File: src/rtl/vga_overlay_mixer.sv
// rtl/vga_overlay_mixer.sv - two-stage VGA pixel mixer with frame-shadowed controls
// Greyscale/binary/overlay colouring, blinking crosshair cursor and border, syncs delay-matched.
module vga_overlay_mixer #(
  parameter int ADDR_WIDTH = 11,
  parameter int HACTIVE = 640,
  parameter int VACTIVE = 480,
  parameter int PIXEL_WIDTH = 8,
  parameter int NPLANES = 6,
  parameter logic [PIXEL_WIDTH-1:0] BIN_LEVEL = 8'hC0,
  parameter int CURSOR_LEN = 1,
  parameter logic [3*PIXEL_WIDTH-1:0] CURSOR_RGB = 24'hFF0000,
  parameter logic [3*PIXEL_WIDTH-1:0] BORDER_RGB = 24'hFFFFFF,
  parameter int BLINK_FRAMES = 15
) (
  input  logic                   VCLK,
  input  logic                   RST,
  input  logic                   iVSYNC,
  input  logic                   iHSYNC,
  input  logic                   iDE,
  input  logic [ADDR_WIDTH-1:0]  iH_ADDR,
  input  logic [ADDR_WIDTH-1:0]  iV_ADDR,
  input  logic [NPLANES-1:0]     iPIX,
  input  logic [1:0]             iMODE,
  input  logic                   iCURSOR_EN,
  input  logic                   iBLINK_EN,
  input  logic                   iBORDER_EN,
  input  logic [ADDR_WIDTH-1:0]  iPOINT_X,
  input  logic [ADDR_WIDTH-1:0]  iPOINT_Y,
  output logic                   oVGA_HSYNC,
  output logic                   oVGA_VSYNC,
  output logic                   oVGA_DE,
  output logic [PIXEL_WIDTH-1:0] oVGA_R,
  output logic [PIXEL_WIDTH-1:0] oVGA_G,
  output logic [PIXEL_WIDTH-1:0] oVGA_B,
  output logic                   oFRAME_START
);

  localparam int DW  = ADDR_WIDTH + 1;
  localparam int PW3 = 3 * PIXEL_WIDTH;
  localparam int CW  = (BLINK_FRAMES > 1) ? $clog2(BLINK_FRAMES) : 1;
  localparam logic [CW-1:0] CNT_LAST = CW'(BLINK_FRAMES - 1);
  localparam logic signed [DW-1:0] ARM = DW'(CURSOR_LEN);
  localparam logic [ADDR_WIDTH-1:0] H_LAST = ADDR_WIDTH'(HACTIVE - 1);
  localparam logic [ADDR_WIDTH-1:0] V_LAST = ADDR_WIDTH'(VACTIVE - 1);
  localparam logic [1:0] MODE_BIN = 2'd0;
  localparam logic [1:0] MODE_OVL = 2'd2;
  localparam logic [PIXEL_WIDTH-1:0] ZERO_CH = '0;

  logic                  vsync_prev;
  logic                  frame_start;
  logic [1:0]            sh_mode;
  logic                  sh_cursor_en;
  logic                  sh_blink_en;
  logic                  sh_border_en;
  logic [ADDR_WIDTH-1:0] sh_px;
  logic [ADDR_WIDTH-1:0] sh_py;
  logic [CW-1:0]         blink_cnt;
  logic                  blink_phase;

  assign frame_start = iVSYNC & ~vsync_prev;

  // While in reset vsync_prev follows the input, so a high vsync at release is not a frame start.
  always_ff @(posedge VCLK) begin
    if (RST) begin
      vsync_prev   <= iVSYNC;
      sh_mode      <= 2'd0;
      sh_cursor_en <= 1'b0;
      sh_blink_en  <= 1'b0;
      sh_border_en <= 1'b0;
      sh_px        <= '0;
      sh_py        <= '0;
      blink_cnt    <= '0;
      blink_phase  <= 1'b1;
    end else begin
      vsync_prev <= iVSYNC;
      if (frame_start) begin
        sh_mode      <= iMODE;
        sh_cursor_en <= iCURSOR_EN;
        sh_blink_en  <= iBLINK_EN;
        sh_border_en <= iBORDER_EN;
        sh_px        <= iPOINT_X;
        sh_py        <= iPOINT_Y;
        if (blink_cnt == CNT_LAST) begin
          blink_cnt   <= '0;
          blink_phase <= ~blink_phase;
        end else begin
          blink_cnt <= blink_cnt + 1'b1;
        end
      end
    end
  end

  logic signed [DW-1:0] dx;
  logic signed [DW-1:0] dy;
  logic signed [DW-1:0] dx_abs;
  logic signed [DW-1:0] dy_abs;
  logic                 cursor_vis;
  logic                 cursor_hit;
  logic                 border_hit;

  // One extra bit keeps the differences exact, so arms clip at the screen edge instead of wrapping.
  assign dx = $signed({1'b0, iH_ADDR}) - $signed({1'b0, sh_px});
  assign dy = $signed({1'b0, iV_ADDR}) - $signed({1'b0, sh_py});
  assign dx_abs = dx[DW-1] ? -dx : dx;
  assign dy_abs = dy[DW-1] ? -dy : dy;

  assign cursor_vis = sh_cursor_en & (blink_phase | ~sh_blink_en);
  assign cursor_hit = cursor_vis &
                      (((iV_ADDR == sh_py) && (dx_abs <= ARM)) ||
                       ((iH_ADDR == sh_px) && (dy_abs <= ARM)));
  assign border_hit = sh_border_en &
                      ((iH_ADDR == '0) || (iH_ADDR == H_LAST) ||
                       (iV_ADDR == '0) || (iV_ADDR == V_LAST));

  logic               s1_de;
  logic               s1_hs;
  logic               s1_vs;
  logic               s1_fs;
  logic               s1_cursor;
  logic               s1_border;
  logic [NPLANES-1:0] s1_pix;
  logic [1:0]         s1_mode;

  always_ff @(posedge VCLK) begin
    if (RST) begin
      s1_de     <= 1'b0;
      s1_hs     <= 1'b0;
      s1_vs     <= 1'b0;
      s1_fs     <= 1'b0;
      s1_cursor <= 1'b0;
      s1_border <= 1'b0;
      s1_pix    <= '0;
      s1_mode   <= 2'd0;
    end else begin
      s1_de     <= iDE;
      s1_hs     <= iHSYNC;
      s1_vs     <= iVSYNC;
      s1_fs     <= frame_start;
      s1_cursor <= cursor_hit;
      s1_border <= border_hit;
      s1_pix    <= iPIX;
      s1_mode   <= sh_mode;
    end
  end

  logic [PIXEL_WIDTH-1:0] grey;
  logic [PIXEL_WIDTH-1:0] bin_px;
  logic [PW3-1:0]         mode_rgb;
  logic [PW3-1:0]         rgb_next;

  // Plane 1 lands on the channel MSB, higher planes on successively lower bits.
  always_comb begin
    grey = '0;
    for (int k = 1; k < NPLANES; k++) begin
      grey[PIXEL_WIDTH-k] = s1_pix[k];
    end
    bin_px = s1_pix[0] ? BIN_LEVEL : ZERO_CH;
    case (s1_mode)
      MODE_BIN: mode_rgb = {bin_px, bin_px, bin_px};
      MODE_OVL: mode_rgb = s1_pix[0] ? {ZERO_CH, BIN_LEVEL, ZERO_CH} : {grey, grey, grey};
      default:  mode_rgb = {grey, grey, grey};
    endcase
    if (!s1_de) begin
      rgb_next = '0;
    end else if (s1_cursor) begin
      rgb_next = CURSOR_RGB;
    end else if (s1_border) begin
      rgb_next = BORDER_RGB;
    end else begin
      rgb_next = mode_rgb;
    end
  end

  always_ff @(posedge VCLK) begin
    if (RST) begin
      oVGA_HSYNC   <= 1'b0;
      oVGA_VSYNC   <= 1'b0;
      oVGA_DE      <= 1'b0;
      oVGA_R       <= '0;
      oVGA_G       <= '0;
      oVGA_B       <= '0;
      oFRAME_START <= 1'b0;
    end else begin
      oVGA_HSYNC   <= s1_hs;
      oVGA_VSYNC   <= s1_vs;
      oVGA_DE      <= s1_de;
      oVGA_R       <= rgb_next[PW3-1 -: PIXEL_WIDTH];
      oVGA_G       <= rgb_next[2*PIXEL_WIDTH-1 -: PIXEL_WIDTH];
      oVGA_B       <= rgb_next[PIXEL_WIDTH-1:0];
      oFRAME_START <= s1_fs;
    end
  end

endmodule
File: config.mk
export PLATFORM = sky130hd
export DESIGN_NAME = vga_overlay_mixer
export DESIGN_NICKNAME = d
export VERILOG_FILES = /design/src/rtl/vga_overlay_mixer.sv
export SDC_FILE = /design/constraint.sdc
export NUM_CORES = 1
export LEC_CHECK = 0
export CAP_MARGIN = 40
export CORE_UTILIZATION = 29
export CTS_CLUSTER_DIAMETER = 30
export CTS_CLUSTER_SIZE = 28
export DETAILED_ROUTE_END_ITERATION = 8
export GPL_TIMING_DRIVEN = 0
export PLACE_DENSITY = 0.61
export SYNTH_ARGS = -nofsm -noshare
export SYNTH_HDL_FRONTEND = slang
export SYNTH_SLANG_ARGS = --single-unit
export TNS_END_PERCENT = 30
File: constraint.sdc
create_clock -name VCLK -period 8.1 [get_ports VCLK]
set_clock_uncertainty 0.1 [all_clocks]
set_input_delay 1.62 -clock VCLK [delete_from_list [all_inputs] [get_ports VCLK]]
set_output_delay 1.62 -clock VCLK [all_outputs]
set_load 0.02 [all_outputs]
==> flow_summary.yaml, run 1 <==
outcome:
  outcome: "finished, final reports clean"
global_route:
  grt_pass1_wl_mm: 18.0
  grt_overflow: 0
  grt_start_max_net_pins: 12
  antenna_found_initial: 0
  grt_pass1_vias: 3910
  grt_use_total_pct: 15.2
timing:
  finalCritPeriodShare_pct: 65.5
  relSlewSlack_pct: 38.9
  final_hold_viol_count: 0
  fin_tns_setup_ns: 0
  tightest_slew_ns: 0.916
  final-max-slew-violation-count: 0
  finalSetupViolCount: 0
  max_freq_mhz: 188
  worst_hold_slack_ns: 0.337
  rsz0062_at_grt: "no"
  period_needed_ns: 5.31
  setup_ws_ns: 2.79
synthesis:
  synth_top_family_by_area: "simple AND/OR/NAND/NOR gates"
  synth_cells: 523
  post-synth-top-count-cell: "nand2_1"
  yosys_most_used_dff: "dfxtp_1"
  yosys-top-cells-area: "dfxtp_1, ha_1, nand2_1"
  yosysWarnings: 0
  synth_nets: 609
  synth_common_cells: "nand2_1, dfxtp_1, a21oi_1"
  synth_xor_area_share_pct: 3.57
  synth_fa_ha_area_share_pct: 8.16
  yosys.area.top_type: "dfxtp_1"
  avgSynthCellArea_um2: 7.98
  synth_edf_count: 0
  ys_ff_latch: 65
  synth_compound_area_share_pct: 22.2
  synth.area.mux_share_pct: 1.02
  synth.distinct_cells: 80
  syn_area_mm2: 0.00417
  async_flop_share_pct: 0
  synth-simple-area-share_pct: 26.5
  synth.top_cell.area_share_pct: 31.2
  synth-seq-area-share_pct: 31.2
clock_network:
  post_cts_buffers: 0
  root_buffer: "clkbuf_16"
  cts_max_level: 3
  cts_hold_buf: 0
  cts_sinks: 65
  path_clk_slew_ns: 0.05
  worstSkewPairLatency_ns: 0.32
  cts_made_buffers: 9
  cts-resized-gates: 0
  cts_tree: "built"
  cts.path.max_buffers: 2
critical_path:
  cp-start-kind: "input port"
  cp-end-kind: "flop"
  cpPeakStageDelay_ns: 0.59
  required_ns: 8.19
  crit_family: "compound AO/OA/AOI/OAI gates"
  cpMaxStageDelayCell: "or4_4"
  cp_max_fo: 4
  path_buf_inv: 3
  crit_chain: "clkdlybuf4s50_1 > inv_1 > ha_1 > inv_1 > fa_1 > a21o_1 > a211o_1 > and2_1 > or4_4 > o31ai_4 > mux2_1 > o32ai_1 > o2111ai_1 > o311ai_1"
  timing.rr.start: "sh_py[0]$_SDFFE_PP0P_"
  cp_common_cell: "inv_1"
  arrival_ns: 5.40
  setup.worst_path.start: "iV_ADDR[0]"
  criticalPathCategory: "in -> reg"
cells_and_area:
  final_area_mm2: 0.00560
  syn_to_final_growth_pct: 34.2
  final_cell_count_no_fill: 805
  drive_gt1_share_pct: 8.16
  diodes: 0
  final_nets: 707
detailed_routing:
  via_count: 4041
  ant_nets: 0
  drc: 0
  drtPass1Iterations: 4
  vias_per_cell: 5.02
  drt-initial-drc-count: 251
  routedWlPerCell_um: 14.0
  routed_wirelength_mm: 11.3
floorplanning:
  die_width_um: 122
  top_level_ports: 88
  start_util_pct: 29.9
  die_area_mm2: 0.0149
  fp.dieH_um: 122
  rows: 43
  coreArea_mm2: 0.0139
power:
  seqPwrFrac_pct: 33.9
  p_comb_share_pct: 24.6
  switching_share_pct: 27.1
  leakage_nw: 2.02
  pwr-share-clk_pct: 41.4
  p_sw_mw: 0.269
  vdd_drop_max_uv: 96.9
  power.density_mw_per_mm2: 178
  intPower_mw: 0.726
placed_design:
  dp.cells: 790
  gp_congestion: 0.849
  portBuffers: 87
  dp_hpwl_mm: 9.25
  placed_area_mm2: 0.00527
  dp_slack_ns: 2.53
run:
  cap_violations: 0
min_path:
  hold_path_class: "reg -> reg"
  min_from: "s1_hs$_SDFF_PP0_"
## path summary, 6_finish.rpt
path | end | slack [ns] | depth (start not counted)
hold / removal | oVGA_HSYNC$_SDFF_PP0_ | 0.34 | 1
hold reg to reg | oVGA_HSYNC$_SDFF_PP0_ | 0.34 | 1
setup reg to reg | s1_cursor$_SDFF_PP0_ | 4.19 | 12
setup / recovery | s1_cursor$_SDFF_PP0_ | 2.79 | 14
## through the flow
step | power (mW) | utilization (%)
2_1_floorplan | 0.510 | -
3_3_place_gp | 0.580 | 37.8
3_5_place_dp | 0.587 | 37.8
4_1_cts | 1.00 | 40.2
5_1_grt | 1.05 | 40.2
6_report | 0.995 | 40.2
## flip-flops by register name (all words and copies together), names as in the netlist, 2 cells and up
register,flops
oVGA_B,2
sh_px,11
s1_mode,2
sh_mode,2
sh_py,11
blink_cnt,4
oVGA_G,6
oVGA_R,6
s1_pix,6
## power by group through the flow
stage	combinational [mW]	sequential [mW]	clock, mW
5_1_grt	0.269	0.339	0.438
6_report	0.245	0.338	0.413
4_1_cts	0.244	0.338	0.421
3_5_place_dp	0.243	0.344	0
3_3_place_gp	0.236	0.344	0
2_1_floorplan	0.165	0.344	0
## per-layer routing
layer | wire length, µm | part of all wire [%] | global-route usage [%]
met1 | 5190 | 46 | 19.3
met2 | 5430 | 48 | 25.7
met3 | 447 | 4.0 | 2.67
met4 | 231 | 2.0 | 5.32
met5 | 0 | 0 | 0
## worst register-to-register path: stages (launching register included)
cell       delay (ns)
dfxtp_1          0.41
ha_1             0.22
inv_1            0.06
fa_1             0.43
a21o_1           0.23
a211o_1          0.33
and2_1           0.20
or4_4            0.59
o31ai_4          0.23
mux2_1           0.36
o32ai_1          0.27
o2111ai_1        0.20
o311ai_1         0.15
## layout make-up
type | count | area, µm²
Inverter | 37 | 139
Sequential cell | 65 | 1300
Fill cell | 1426 | 8340
Clock inverter | 4 | 76.3
Buffer | 27 | 170
Multi-Input combinational cell | 394 | 2560
Timing Repair Buffer | 87 | 871
Clock buffer | 11 | 253
Tap cell | 180 | 225
## cells by family after synthesis
kind of cell / Yosys count
AO/OA/AOI/OAI: 130
flip-flops: 65
AND/OR/NAND/NOR: 217
XOR/XNOR: 17
buffers and inverters: 64
adder cells (fa/ha/maj): 26
multiplexers: 4
## placed cells by master (no fill, tap or decap), drive strengths merged, types with 3 or more instances in the layout
cell,count
a2111oi,3
a211o,3
a211oi,5
a21o,6
a21oi,51
a311oi,3
a31oi,7
and2,5
and3,4
and3b,3
buf,16
clkbuf,21
clkdlybuf4s50,87
dfxtp,65
ha,24
inv,37
nand2,77
nand2b,7
nand3,14
nand3b,4
nand4,8
nor2,36
nor2b,20
nor3,11
nor3b,4
nor4,9
o2111ai,3
o211ai,3
o21ai,20
or2,3
or3,3
or4,4
xnor2,11
xor2,6
Power figures use the tool's default switching activity.
==> run 2, diff against run 1 <==
==> constraint.sdc (replaced) <==
create_clock -name VCLK -period 5.2 [get_ports VCLK]
set_clock_uncertainty 0.1 [all_clocks]
set_input_delay 1.04 -clock VCLK [delete_from_list [all_inputs] [get_ports VCLK]]
set_output_delay 1.04 -clock VCLK [all_outputs]
set_load 0.02 [all_outputs]
==> results of run 2 <==
Same layout as run 1 (identical final DEF). Status: finished, final reports clean.
Main changes from that run: setup slack after placement 2.53 ns -> 0.206 ns; setup slack after layout 2.79 ns -> 0.471 ns; register-to-register setup slack 4.19 ns -> 1.29 ns; total power 0.995 mW -> 1.55 mW; worst IR drop on VDD 96.9 µV -> 151 µV
==> run 3, diff against run 2 <==
--- a/config.mk
+++ b/config.mk
@@ -5,6 +5,7 @@
 export SDC_FILE = /design/constraint.sdc
 export NUM_CORES = 1
 export LEC_CHECK = 0
+export ABC_CLOCK_PERIOD_IN_PS = 5200
 export CAP_MARGIN = 40
 export CORE_UTILIZATION = 29
 export CTS_CLUSTER_DIAMETER = 30
==> results of run 3 <==
Same layout as run 1 (identical final DEF). Status: finished, final reports clean.
Main changes from that run: setup slack after placement 2.53 ns -> 0.206 ns; setup slack after layout 2.79 ns -> 0.471 ns; register-to-register setup slack 4.19 ns -> 1.29 ns; total power 0.995 mW -> 1.55 mW; worst IR drop on VDD 96.9 µV -> 151 µV
